<file path="config.mk">
export PLATFORM = sky130hd
export DESIGN_NAME = mem_rd_arbiter_flat
export DESIGN_NICKNAME = d
export VERILOG_FILES = /design/src/rtl/mem_arb_pkg.sv /design/src/rtl/mem_rd_arbiter_if.sv /design/src/rtl/mem_rd_arbiter_rr_arb2.sv /design/src/rtl/mem_rd_arbiter.sv /design/src/flat_wrapper.sv
export SDC_FILE = /design/constraint.sdc
export NUM_CORES = 1
export LEC_CHECK = 0
export CORE_AREA = 4 4 71 73
export CTS_CLUSTER_DIAMETER = 60
export DETAILED_ROUTE_END_ITERATION = 10
export DIE_AREA = 0 0 75 77
export DONT_BUFFER_PORTS = 1
export PLACE_DENSITY_LB_ADDON = 0.1
export RECOVER_POWER = 100
export REMOVE_ABC_BUFFERS = 1
export SYNTH_ARGS = -nofsm -noshare
export SYNTH_HDL_FRONTEND = slang
export SYNTH_SLANG_ARGS = --single-unit
</file>
<file path="constraint.sdc">
create_clock -name clk -period 2.59 [get_ports clk]
set_input_delay 0.518 -clock clk [delete_from_list [all_inputs] [get_ports clk]]
set_output_delay 0.518 -clock clk [all_outputs]
set_load 0.03 [all_outputs]
</file>
<file path="src/rtl/mem_arb_pkg.sv">
// Shared types and constants for the frame-RAM read arbiter.
// The response stage carries the forwarding fields even when forwarding is compiled out.
package mem_arb_pkg;

    localparam int RD_LATENCY     = 2;
    localparam int DEF_DAT_WIDTH  = 36;
    localparam int DEF_ADDR_WIDTH = 7;

    typedef logic req_id_t;

    // fwd_data is sized for the default RAM word width
    typedef struct packed {
        logic                     valid;
        req_id_t                  id;
        logic                     fwd;
        logic [DEF_DAT_WIDTH-1:0] fwd_data;
    } rsp_stage_t;

endpackage

</file>
<file path="src/rtl/mem_rd_arbiter_if.sv">
// Bundle of requester, write and RAM-port signals around the frame-RAM read arbiter.
// slave is the arbiter's view; master is the surrounding system (requesters + RAM).
interface mem_rd_arbiter_if #(
    parameter int DAT_WIDTH  = 36,
    parameter int ADDR_WIDTH = 7
);
    logic                  wr_valid;
    logic [ADDR_WIDTH-1:0] wr_addr;
    logic [DAT_WIDTH-1:0]  wr_data;

    logic                  r0_valid;
    logic [ADDR_WIDTH-1:0] r0_addr;
    logic                  r0_ready;
    logic                  r0_rvalid;
    logic                  r1_valid;
    logic [ADDR_WIDTH-1:0] r1_addr;
    logic                  r1_ready;
    logic                  r1_rvalid;
    logic [DAT_WIDTH-1:0]  rdata;

    logic                  mem_wren;
    logic [ADDR_WIDTH-1:0] mem_wraddress;
    logic [DAT_WIDTH-1:0]  mem_data;
    logic [ADDR_WIDTH-1:0] mem_rdaddress;
    logic [DAT_WIDTH-1:0]  mem_q;

    modport slave (
        input  wr_valid, wr_addr, wr_data,
        input  r0_valid, r0_addr, r1_valid, r1_addr, mem_q,
        output r0_ready, r0_rvalid, r1_ready, r1_rvalid, rdata,
        output mem_wren, mem_wraddress, mem_data, mem_rdaddress
    );

    modport master (
        output wr_valid, wr_addr, wr_data,
        output r0_valid, r0_addr, r1_valid, r1_addr, mem_q,
        input  r0_ready, r0_rvalid, r1_ready, r1_rvalid, rdata,
        input  mem_wren, mem_wraddress, mem_data, mem_rdaddress
    );
endinterface

</file>
<file path="src/rtl/mem_rd_arbiter_rr_arb2.sv">
// Two-input round-robin arbiter: at most one grant per cycle, and on a tie the
// requester not granted most recently wins. The pointer moves only on a grant.
module rr_arb2
    import mem_arb_pkg::*;
(
    input  logic       clk,
    input  logic       rst_n,
    input  logic [1:0] elig,
    output logic [1:0] gnt
);

    // requester favoured on a tie; reset favours requester 0
    req_id_t prio;

    always_comb begin
        gnt = 2'b00;
        if (elig[0] && (!elig[1] || prio == 1'b0)) begin
            gnt = 2'b01;
        end else if (elig[1]) begin
            gnt = 2'b10;
        end
    end

    always_ff @(posedge clk or negedge rst_n) begin
        if (!rst_n) begin
            prio <= 1'b0;
        end else if (gnt[0]) begin
            prio <= 1'b1;
        end else if (gnt[1]) begin
            prio <= 1'b0;
        end
    end

endmodule

</file>
<file path="src/rtl/mem_rd_arbiter.sv">
// Shares the frame-RAM read port between the LED refresh engine (r0) and host readback (r1),
// steers responses back after the RAM latency and blocks same-address read/write collisions.
// Optional macro RD_FWD_EN: forward colliding write data instead of stalling the read.
module mem_rd_arbiter
    import mem_arb_pkg::*;
#(
    parameter int DAT_WIDTH  = DEF_DAT_WIDTH,
    parameter int ADDR_WIDTH = DEF_ADDR_WIDTH
) (
    input  logic             clk,
    input  logic             rst_n,
    mem_rd_arbiter_if.slave  bus
);

    logic [1:0]            hazard;
    logic [1:0]            elig;
    logic [1:0]            gnt;
    logic [ADDR_WIDTH-1:0] gnt_addr;
    logic [ADDR_WIDTH-1:0] last_addr;
    logic [DAT_WIDTH-1:0]  fwd_word;
    rsp_stage_t            stage_in;
    rsp_stage_t            pipe [RD_LATENCY];
    rsp_stage_t            rsp;

    assign bus.mem_wren      = bus.wr_valid;
    assign bus.mem_wraddress = bus.wr_addr;
    assign bus.mem_data      = bus.wr_data;

    assign hazard[0] = bus.wr_valid && (bus.wr_addr == bus.r0_addr);
    assign hazard[1] = bus.wr_valid && (bus.wr_addr == bus.r1_addr);

    // No grants may leak out while the block is held in reset.
`ifdef RD_FWD_EN
    assign elig = {bus.r1_valid, bus.r0_valid} & {2{rst_n}};
`else
    assign elig = {bus.r1_valid, bus.r0_valid} & ~hazard & {2{rst_n}};
`endif

    rr_arb2 u_rr_arb2 (
        .clk   (clk),
        .rst_n (rst_n),
        .elig  (elig),
        .gnt   (gnt)
    );

    assign bus.r0_ready = gnt[0];
    assign bus.r1_ready = gnt[1];

    assign gnt_addr          = gnt[1] ? bus.r1_addr : bus.r0_addr;
    assign bus.mem_rdaddress = (|gnt) ? gnt_addr : last_addr;

    always_comb begin
        stage_in       = '0;
        stage_in.valid = |gnt;
        stage_in.id    = gnt[1];
`ifdef RD_FWD_EN
        stage_in.fwd      = gnt[1] ? hazard[1] : (gnt[0] && hazard[0]);
        stage_in.fwd_data = bus.wr_data;
`endif
    end

    // Holding the last granted address keeps the RAM address input quiet between reads.
    always_ff @(posedge clk or negedge rst_n) begin
        if (!rst_n) begin
            for (int i = 0; i < RD_LATENCY; i++) begin
                pipe[i] <= '0;
            end
            last_addr <= '0;
        end else begin
            pipe[0] <= stage_in;
            for (int i = 1; i < RD_LATENCY; i++) begin
                pipe[i] <= pipe[i-1];
            end
            if (|gnt) begin
                last_addr <= gnt_addr;
            end
        end
    end

    assign rsp           = pipe[RD_LATENCY-1];
    assign fwd_word      = rsp.fwd_data;
    assign bus.r0_rvalid = rsp.valid && (rsp.id == 1'b0);
    assign bus.r1_rvalid = rsp.valid && (rsp.id == 1'b1);
    assign bus.rdata     = rsp.fwd ? fwd_word : bus.mem_q;

endmodule

</file>
<file path="src/flat_wrapper.sv">
// flat-port wrapper written by rule: the top's interface ports become plain ports
module mem_rd_arbiter_flat import mem_arb_pkg::*;
#(
    parameter int DAT_WIDTH  = DEF_DAT_WIDTH,
    parameter int ADDR_WIDTH = DEF_ADDR_WIDTH
)
  (clk, rst_n, bus_wr_valid, bus_wr_addr, bus_wr_data, bus_r0_valid, bus_r0_addr, bus_r1_valid, bus_r1_addr, bus_mem_q, bus_r0_ready, bus_r0_rvalid, bus_r1_ready, bus_r1_rvalid, bus_rdata, bus_mem_wren, bus_mem_wraddress, bus_mem_data, bus_mem_rdaddress);
  mem_rd_arbiter_if #(.DAT_WIDTH(DAT_WIDTH), .ADDR_WIDTH(ADDR_WIDTH)) bus_i ();
  input  logic clk;
  input  logic rst_n;
  input wire logic [$bits(bus_i.wr_valid)-1:0] bus_wr_valid;
  input wire logic [$bits(bus_i.wr_addr)-1:0] bus_wr_addr;
  input wire logic [$bits(bus_i.wr_data)-1:0] bus_wr_data;
  input wire logic [$bits(bus_i.r0_valid)-1:0] bus_r0_valid;
  input wire logic [$bits(bus_i.r0_addr)-1:0] bus_r0_addr;
  input wire logic [$bits(bus_i.r1_valid)-1:0] bus_r1_valid;
  input wire logic [$bits(bus_i.r1_addr)-1:0] bus_r1_addr;
  input wire logic [$bits(bus_i.mem_q)-1:0] bus_mem_q;
  output wire logic [$bits(bus_i.r0_ready)-1:0] bus_r0_ready;
  output wire logic [$bits(bus_i.r0_rvalid)-1:0] bus_r0_rvalid;
  output wire logic [$bits(bus_i.r1_ready)-1:0] bus_r1_ready;
  output wire logic [$bits(bus_i.r1_rvalid)-1:0] bus_r1_rvalid;
  output wire logic [$bits(bus_i.rdata)-1:0] bus_rdata;
  output wire logic [$bits(bus_i.mem_wren)-1:0] bus_mem_wren;
  output wire logic [$bits(bus_i.mem_wraddress)-1:0] bus_mem_wraddress;
  output wire logic [$bits(bus_i.mem_data)-1:0] bus_mem_data;
  output wire logic [$bits(bus_i.mem_rdaddress)-1:0] bus_mem_rdaddress;
  assign bus_i.wr_valid = bus_wr_valid;
  assign bus_i.wr_addr = bus_wr_addr;
  assign bus_i.wr_data = bus_wr_data;
  assign bus_i.r0_valid = bus_r0_valid;
  assign bus_i.r0_addr = bus_r0_addr;
  assign bus_i.r1_valid = bus_r1_valid;
  assign bus_i.r1_addr = bus_r1_addr;
  assign bus_i.mem_q = bus_mem_q;
  assign bus_r0_ready = bus_i.r0_ready;
  assign bus_r0_rvalid = bus_i.r0_rvalid;
  assign bus_r1_ready = bus_i.r1_ready;
  assign bus_r1_rvalid = bus_i.r1_rvalid;
  assign bus_rdata = bus_i.rdata;
  assign bus_mem_wren = bus_i.mem_wren;
  assign bus_mem_wraddress = bus_i.mem_wraddress;
  assign bus_mem_data = bus_i.mem_data;
  assign bus_mem_rdaddress = bus_i.mem_rdaddress;
  mem_rd_arbiter #(.DAT_WIDTH(DAT_WIDTH), .ADDR_WIDTH(ADDR_WIDTH)) u_core (.clk(clk), .rst_n(rst_n), .bus(bus_i));
endmodule
</file>
## Yosys cells after proc, flatten, opt, wreduce, memory -nomap -nowiden

Index checks and enable logic that the tools add are counted.

- Flip-flop bits (word level): 12
- Output and inout bits: 91

- Equality and inequality tests: 2
- Muxes and demuxes: 6
- Bitwise logic cells: 5
- Reduce and logical (&&, ||, !) cells: 9

Operator list:

| cell | count |
|---|---|
| equality test 7 bit | 2 |
| two-way mux 7 bit | 2 |
| logical AND 1 bit | 5 |
| bitwise AND 2 bit | 2 |
| two-way mux 2 bit | 2 |
| two-way mux 1 bit | 2 |
| NOT 1 bit | 2 |
| NOT 2 bit | 1 |
| nonzero test 2 bit | 1 |
| OR reduction 2 bit | 1 |
| logical NOT 1 bit | 1 |
| logical OR 1 bit | 1 |

## Depth between registers and ports, before layout

Gate-level depths: netlist of the first run.

- Depth after elaboration: 11
- Mapped depth: 5

## Cells and area by module

From an unflattened synthesis of the first run, not the netlist that was laid out.

- Cell total of the unflattened synthesis: 143
- Area total of the unflattened synthesis: 1263.7 sq um

Modules (own cells, without submodules):

| module | instances | cells each | area each (sq um) |
|---|---|---|---|
| mem_rd_arbiter | 1 | 137 | 1209.9 |
| rr_arb2 | 1 | 6 | 53.8 |

## Least setup slack after synthesis of the first run

OpenSTA, ideal clock, no wires.

- Path kind: input port to output port
- From: input bus_r1_addr[3]
- To: output bus_mem_rdaddress[0]
- Data arrival time: 1995 ps
- Data required time: 2072 ps
- Slack: 77 ps
- Stages on the path: 5
- Buffers on the path: 0
- Cells stage by stage: xnor2_1 nand4_1 o311a_1 nor3_4 a221o_1

- Word-level cells in the longest chain between the ends: 11

RTL lines:

| element | line | RTL |
|---|---|---|
| start, declared | flat_wrapper.sv:17 | `input wire logic [$bits(bus_i.r1_addr)-1:0] bus_r1_addr;` |
| equality test 7 bit | mem_rd_arbiter.sv:30 | `assign hazard[1] = bus.wr_valid && (bus.wr_addr == bus.r1_addr);` |
| logical AND 1 bit | mem_rd_arbiter.sv:30 |  |
| NOT 2 bit | mem_rd_arbiter.sv:36 | `assign elig = {bus.r1_valid, bus.r0_valid} & ~hazard & {2{rst_n}};` |
| bitwise AND 2 bit (2 in series) | mem_rd_arbiter.sv:36 |  |
| logical NOT 1 bit | mem_rd_arbiter_rr_arb2.sv:17 | `if (elig[0] && (!elig[1] \|\| prio == 1'b0)) begin` |
| logical OR 1 bit | mem_rd_arbiter_rr_arb2.sv:17 |  |
| logical AND 1 bit | mem_rd_arbiter_rr_arb2.sv:17 |  |
| two-way mux 2 bit | mem_rd_arbiter_rr_arb2.sv:17 |  |
| net bus_r0_ready | flat_wrapper.sv:19 | `output wire logic [$bits(bus_i.r0_ready)-1:0] bus_r0_ready;` |
| OR reduction 2 bit | mem_rd_arbiter.sv:50 | `assign bus.mem_rdaddress = (\|gnt) ? gnt_addr : last_addr;` |
| two-way mux 7 bit | mem_rd_arbiter.sv:50 |  |
| end, declared | flat_wrapper.sv:27 | `output wire logic [$bits(bus_i.mem_rdaddress)-1:0] bus_mem_rdaddress;` |

The timed path passes the listed nets, and every way through them passes these cells.

## Worst setup path after layout of the first run

- From: input bus_r1_addr[5]
- To: output bus_mem_rdaddress[1]

- Word-level cells in the longest chain between the ends: 11

RTL lines:

| element | line |
|---|---|
| equality test 7 bit * | mem_rd_arbiter.sv:30 |
| logical AND 1 bit * | mem_rd_arbiter.sv:30 |
| NOT 2 bit * | mem_rd_arbiter.sv:36 |
| bitwise AND 2 bit * (2 in series) | mem_rd_arbiter.sv:36 |
| logical NOT 1 bit | mem_rd_arbiter_rr_arb2.sv:17 |
| logical OR 1 bit | mem_rd_arbiter_rr_arb2.sv:17 |
| logical AND 1 bit | mem_rd_arbiter_rr_arb2.sv:17 |
| two-way mux 2 bit * | mem_rd_arbiter_rr_arb2.sv:17 |
| two-way mux 7 bit / OR reduction 2 bit (equally long branches) | mem_rd_arbiter.sv:49, mem_rd_arbiter.sv:50 |
| two-way mux 7 bit * | mem_rd_arbiter.sv:50 |

Every way passes the cells marked *; elsewhere a longest branch is shown, timed or not.

==> impl_results.md, run 1 <==
- Fill cell count: approximately 470
- H-Tree Depth: 1
- Final WL: 8410 µm
- Vias in the first global route: 751
- Global-route wire length before repair: 10000 µm
- Port-buffer cells: 0
- Synthesized flop and latch total: 12
- Slew @ Worst Pin: about 730 ps
- Setup bufs post-CTS: 0
- CP Class: in -> out
- Net switching power: 0.197 mW
- Multi-input gate area: 398 µm²
- Core Box Area: 4350 µm²
- Drt wl/cell: 68.4 µm
- Ys Warns: 0
- Fmax: 401 MHz
- Clk root buf: clkbuf_8
- Critical Path Source Type: primary input
- Hold Vio Cnt, Final: 0
- VDD IR max: roughly 250 µV
- Worst Path Required: 2070 ps
- CTS tree: yes
- Die area: 5780 µm²
- Vias after detailed routing: between 600 and 700
- Num CTS Buffers: 3
- Die Height: 77 µm
- Yosys cell types: 18
- Max Root-Sink Buffers: 2
- Part of the Yosys area used for sequential elements: 23.1%
- TritonRoute pass-1 iters: 3
- Clk pin slew, worst setup/hold paths: about 60 ps
- PwrDens: 676 nW/µm²
- Max Slew Vio Count: 0
- Dpl hpwl: 7920 µm
- Starting density of the core: around 30%
- Clock share of power: between 30% and 40%
- Initial drt markers: 18
- N_diodes: 0
- Post-DRT Antenna Nets: 0
- Status: complete, no violations
- Finish-stage setup viols: 0
- Worst Path Buf+Inv: 1
- Critical path peak fanout: 6
- Largest net degree at the start of global routing: 13
- Critical Path Max Stage Delay: about 400 ps
- GPL Wtd Cong: 0.811
- Tcrit/Tclk final: 96.3%
- Commonest non-fill, non-tap cell in the layout: xnor2_1
- Worst path arrival time: 1980 ps
- Crit-path slowest cell: o311a_1
- GRT overflow: 0
- Most frequent cells in the layout: xnor2_1, dfrtp_1, nor3b_1
- Critical path's top delay family: compound AO/OA/AOI/OAI gates
- RSZ-0062 raised after global routing: false
- FF+latch area: around 300 µm²
- DIE WIDTH: 75 µm
- Max-Cap Viols: 0
- Crit end category: output port
- Share of layout cells above drive strength 1: 22.5%
- Crit path cell chain: xnor2_1, nand2_1, o311a_1, nor3_4, buf_12, a221o_1
- Comb pwr share: 28.0%
- Post-route clock skew: around 3.4 ps
- Worst Hold Class: reg -> reg
- Clock latency on the worst-skew pair: ~250 ps
- Cell Rows: 24
- P&R area growth vs syn: -30.7%
- Syn Std Cell Area: 1300 µm²
- Lkg Pwr: 0.331 nW
- Post-route DRC: 0
- Final #Nets: 170
- Syn Area/Cell: 9.29 µm²
- Relative slew slack: 51.3%
- Boundary Pins: about 190
- Clock sinks: 12
- Via-to-Cell Ratio: approximately 5.5
- Synth Instances: 140
- Min Tclk post-route: 2490 ps
- Sum of negative setup slack: 0 ps
- Sw frac: 32.3%
- Share of total power in sequential cells: a little over a third
- GR Util All Layers: 28.5%
- P_int: 0.412 mW
- Initial antenna violation count: 0
- Post-layout util: 20.7%
[synth_stat cells]
master,instances,area [µm²]
nor2b_1,2,12.5
and2_1,1,6.26
o21a_4,1,15.0
xnor2_1,14,123
dfrtp_1,12,300
o311a_1,1,10.0
o31a_1,1,8.76
o311ai_4,1,26.3
nand2_1,6,22.5
nor3_2,1,10.0
nor2_1,1,3.75
o31ai_1,1,7.51
buf_4,80,601
inv_2,1,3.75
a221o_1,7,70.1
nor3b_1,7,52.6
nor3_4,1,16.3
nand4_1,2,12.5
[worst reg2reg max path: stages (launching register included)]
cell and delay (ps):
dfrtp_1 420, nor2b_1 130, o31a_1 390, nor3b_1 120, a221o_1 430
[final cells by class]
type / count / area share (%)
clock buffers: 4 / 6.10
inverters: 1 / 0.416
multi-input cells: 47 / 44.1
flip-flops and latches: 12 / 33.3
well taps: 52 / 7.21
repair buffers: 7 / 8.88
[metrics by stage]
stage | power (mW) | hold slack, ps | worst slack (ps) | instances | instance area (µm²)
floorplan | 0.348 | 222 | 77.2 | 60 | 701
global placement | 0.392 | 223 | 110 | 118 | 836
detailed placement | 0.391 | 223 | 101 | 118 | 836
CTS | 0.613 | 349 | 88.0 | 123 | 901
global route | 0.633 | 356 | 3.76 | 123 | 902
finish | 0.609 | 348 | 95.9 | 123 | 902
[power by group through the flow]
stage	Combinational [mW]	Sequential (mW)	Clock (mW)
after CTS	0.171	0.223	0.218
final	0.171	0.223	0.216
after global placement	0.166	0.227	0
after floorplan	0.125	0.223	0
after detailed placement	0.165	0.226	0
after global routing	0.181	0.226	0.227
[state kept, by name (all words and copies together), names as in the netlist]
name / flops
u_core.last_addr: 7
u_core.u_rr_arb2.prio: 1
u_core.pipe: 4
[per-layer routing]
layer	share of wire, %	track usage (%)	vias to the layer above
met5	0	2.02	-
li1	-	-	246
met3	34	43.0	21
met4	4.0	11.4	0
met2	51	49.4	155
met1	11	10.3	254
[cell families after synthesis]
logic type	count (synthesis)	share of synthesized area, %
AND/OR/NAND/NOR	21	10.5
XOR/XNOR	14	9.42
buffers and inverters	81	46.4
AO/OA/AOI/OAI	12	10.6
flip-flops	12	23.1
[final timing paths]
kind	start	end	slack [ps]	cells past startpoint
hold / removal	u_core.pipe[76]	u_core.pipe[37]	350	0
setup reg to reg	u_core.u_rr_arb2.prio	u_core.last_addr[3]	920	4
hold reg to reg	u_core.pipe[76]	u_core.pipe[37]	350	0
max in group asynchronous	rst_n	u_core.pipe[38]	1490	1
setup / recovery	bus_r1_addr[5]	bus_mem_rdaddress[1]	100	6
min in group asynchronous	rst_n	u_core.pipe[77]	720	1
[what timing repair did]
item,CTS,global route
resized for setup,0,1
hold buffers,1,0
endpoints found under the setup margin,0,1
hold endpoints to repair,12,0
No activity file was read; power rests on OpenSTA's default activity.
==> run 2, diff against run 1 <==
GPL_TIMING_DRIVEN = 0   (was not set)
==> run 2 against run 1 <==
  * The run now ends with setup timing left
  * Clock skew down 2.4 ps
  * Non-clock buffer count up 1
  * Global-route usage is 0.10 points lower
  * Combinational power increased by 4%
  * Cell area grew 8.7%
  * Flip-flop and latch count did not move
  * Sequential power about the same
  * Critical path depth is 1 lower
  * Count of clock-buffer cells in the layout stayed put
  * Hold slack better by 1.1 ps
  * Via count is 9.2% higher
==> impl_results.md, run 2 (synthesized netlist as in run 1, its figures left out) <==
- Status: finished with violations
- Failing checks: setup timing
- Worst Hold Class: reg -> reg
- TritonRoute pass-1 iters: 4
- CTS tree: yes
- Drt wl/cell: 68.6 µm
- GRT overflow: 0
- Hold_sp: u_core.pipe[76]
- PnR worst setup slack: -17.7 ps
- Crit end category: output port
- Placed cells: 112
- GPL Wtd Cong: 0.812
- Clk root buf: clkbuf_8
- VDD IR max: 151 µV
- Worst path arrival time: 2090 ps
- Via-to-Cell Ratio: ~6.0
- FF-to-FF path depth: 3
- Crit path cell chain: xnor2_4, nand4_1, o311a_1, nor3_4, a221o_2
- Clock latency on the worst-skew pair: ~240 ps
- Core Box Area: 4350 µm²
- N_diodes: 0
- Boundary Pins: 189
- Worst Path Required: approximately 2100 ps
- Hold Vio Cnt, Final: 0
- GR Util All Layers: 28.4%
- RSZ-0062 raised after global routing: true
- Relative slew slack: 54.2%
- Cell Rows: 24
- Fmax: 383 MHz
- Port-buffer cells: 0
- Top Registers: u_core.last_addr (7), u_core.pipe (4), u_core.u_rr_arb2.prio (1)
- Fill cell count: 474
- CP Launch Point: bus_r1_addr[3]
- Max FFs per register: 7
- Critical Path Max Stage Delay: 550 ps
- Die Height: 77 µm
- Total power: about 0.6 mW
- DIE WIDTH: 75 µm
- Global-route wire length before repair: 9890 µm
- Dpl hpwl: 7800 µm
- Worst flop-to-flop path startpoint: u_core.u_rr_arb2.prio
- Setup slack at placement: -218 ps
- Max Slew Vio Count: 0
- Vias in the first global route: 765
- Vias after detailed routing: about 740
- Top reg by flops: u_core.last_addr
- Starting density of the core: 29.9%
- Critical Path Source Type: primary input
- Num CTS Buffers: 3
- Finish-stage setup viols: 7
- CP Class: in -> out
- Critical path peak fanout: 8
- Lkg Pwr: 0.371 nW
- Post-route DRC: 0
- Initial antenna violation count: 0
- PwrDens: 627 nW/µm²
- Max-Cap Viols: 0
- Clock sinks: 12
- Max Root-Sink Buffers: 2
- Post-route clock skew: 1.07 ps
- Die area: 5780 µm²
- Clk pin slew, worst setup/hold paths: 60 ps
- Slew @ Worst Pin: 685 ps
- Tcrit/Tclk final: 101%
- Min Tclk post-route: ~2600 ps
- Final #Nets: about 170
- Largest net degree at the start of global routing: 13
- Crit-path slowest cell: nor3_4
- Hold Path Cell Cnt: 0
- Final WL: 8510 µm
- Most frequent cells in the layout: dfrtp_1, xnor2_1, nor3b_1, a221o_2, buf_4
- Share of layout cells above drive strength 1: between 40% and 50%
- Initial drt markers: 27
- Non-filler cells, final: between 100 and 150
- Commonest non-fill, non-tap cell in the layout: dfrtp_1
- P&R area growth vs syn: -24.6%
- H-Tree Depth: 1
- Post-DRT Antenna Nets: 0
run 2: cell count changes in the layout (fill, tap and decap cells not counted), sizes merged:
cell	change
clkbuf	+1
run 2: where the power goes:
| part | total, mW | leakage (nW) | internal, mW | switching [mW] |
|---|---|---|---|---|
| clock network | 0.215 | 0.0288 | 0.135 | 0.0803 |
| logic | 0.177 | 0.193 | 0.0733 | 0.104 |
| registers | 0.223 | 0.150 | 0.213 | 0.0106 |
| total | 0.615 | 0.371 | 0.420 | 0.195 |
run 2: stage by stage:
stage	util [%]	hold WS [ps]	instance area, µm²	TNS, ps
2_1_floorplan	-	222	701	0
3_3_place_gp	17.6	223	766	-1530
3_5_place_dp	17.6	223	766	-1450
4_1_cts	21.6	352	940	-694
5_1_grt	22.5	356	981	-562
6_report	22.5	349	981	-110
run 2: critical path, delay by kind of cell:
family,cells,cell delay [ps]
compound gates,2,750
simple gates,2,690
xor+xnor,1,130
run 2: what timing repair did:
action | 4_1_cts | 5_1_grt
setup buffers | 4 | 3
pin swaps | 9 | 8
endpoints found under the hold margin | 12 | 0
gates resized for setup | 16 | 2
setup endpoints to repair | 7 | 7
hold buffers | 1 | 0
run 2: final timing paths:
path,slack (ps),end
worst max-delay path,-20,bus_mem_rdaddress[3]
max in group asynchronous,1430,u_core.pipe[37]
min in group asynchronous,740,u_core.last_addr[6]
worst max register to register,970,u_core.last_addr[3]
worst min-delay path,350,u_core.pipe[37]
worst min register to register,350,u_core.pipe[37]
run 2: cell type report:
type / instances / area (µm²) / share of cell area, %
timing repair buffer: 8 / 62.6 / 6.38
multi-input combinational: 47 / 494 / 50.4
tap: 52 / 65.1 / 6.63
inverter: 1 / 3.75 / 0.383
clock buffer: 4 / 55.1 / 5.61
sequential: 12 / 300 / 30.6
run 2: per-layer routing:
| metal | GRT usage, % | routed length [µm] | vias to the layer above |
|---|---|---|---|
| met1 | 11.6 | 1080 | 300 |
| met5 | 4.04 | 30 | - |
| li1 | - | - | 250 |
| met4 | 6.94 | 363 | 2 |
| met2 | 51.0 | 4320 | 168 |
| met3 | 40.8 | 2710 | 18 |
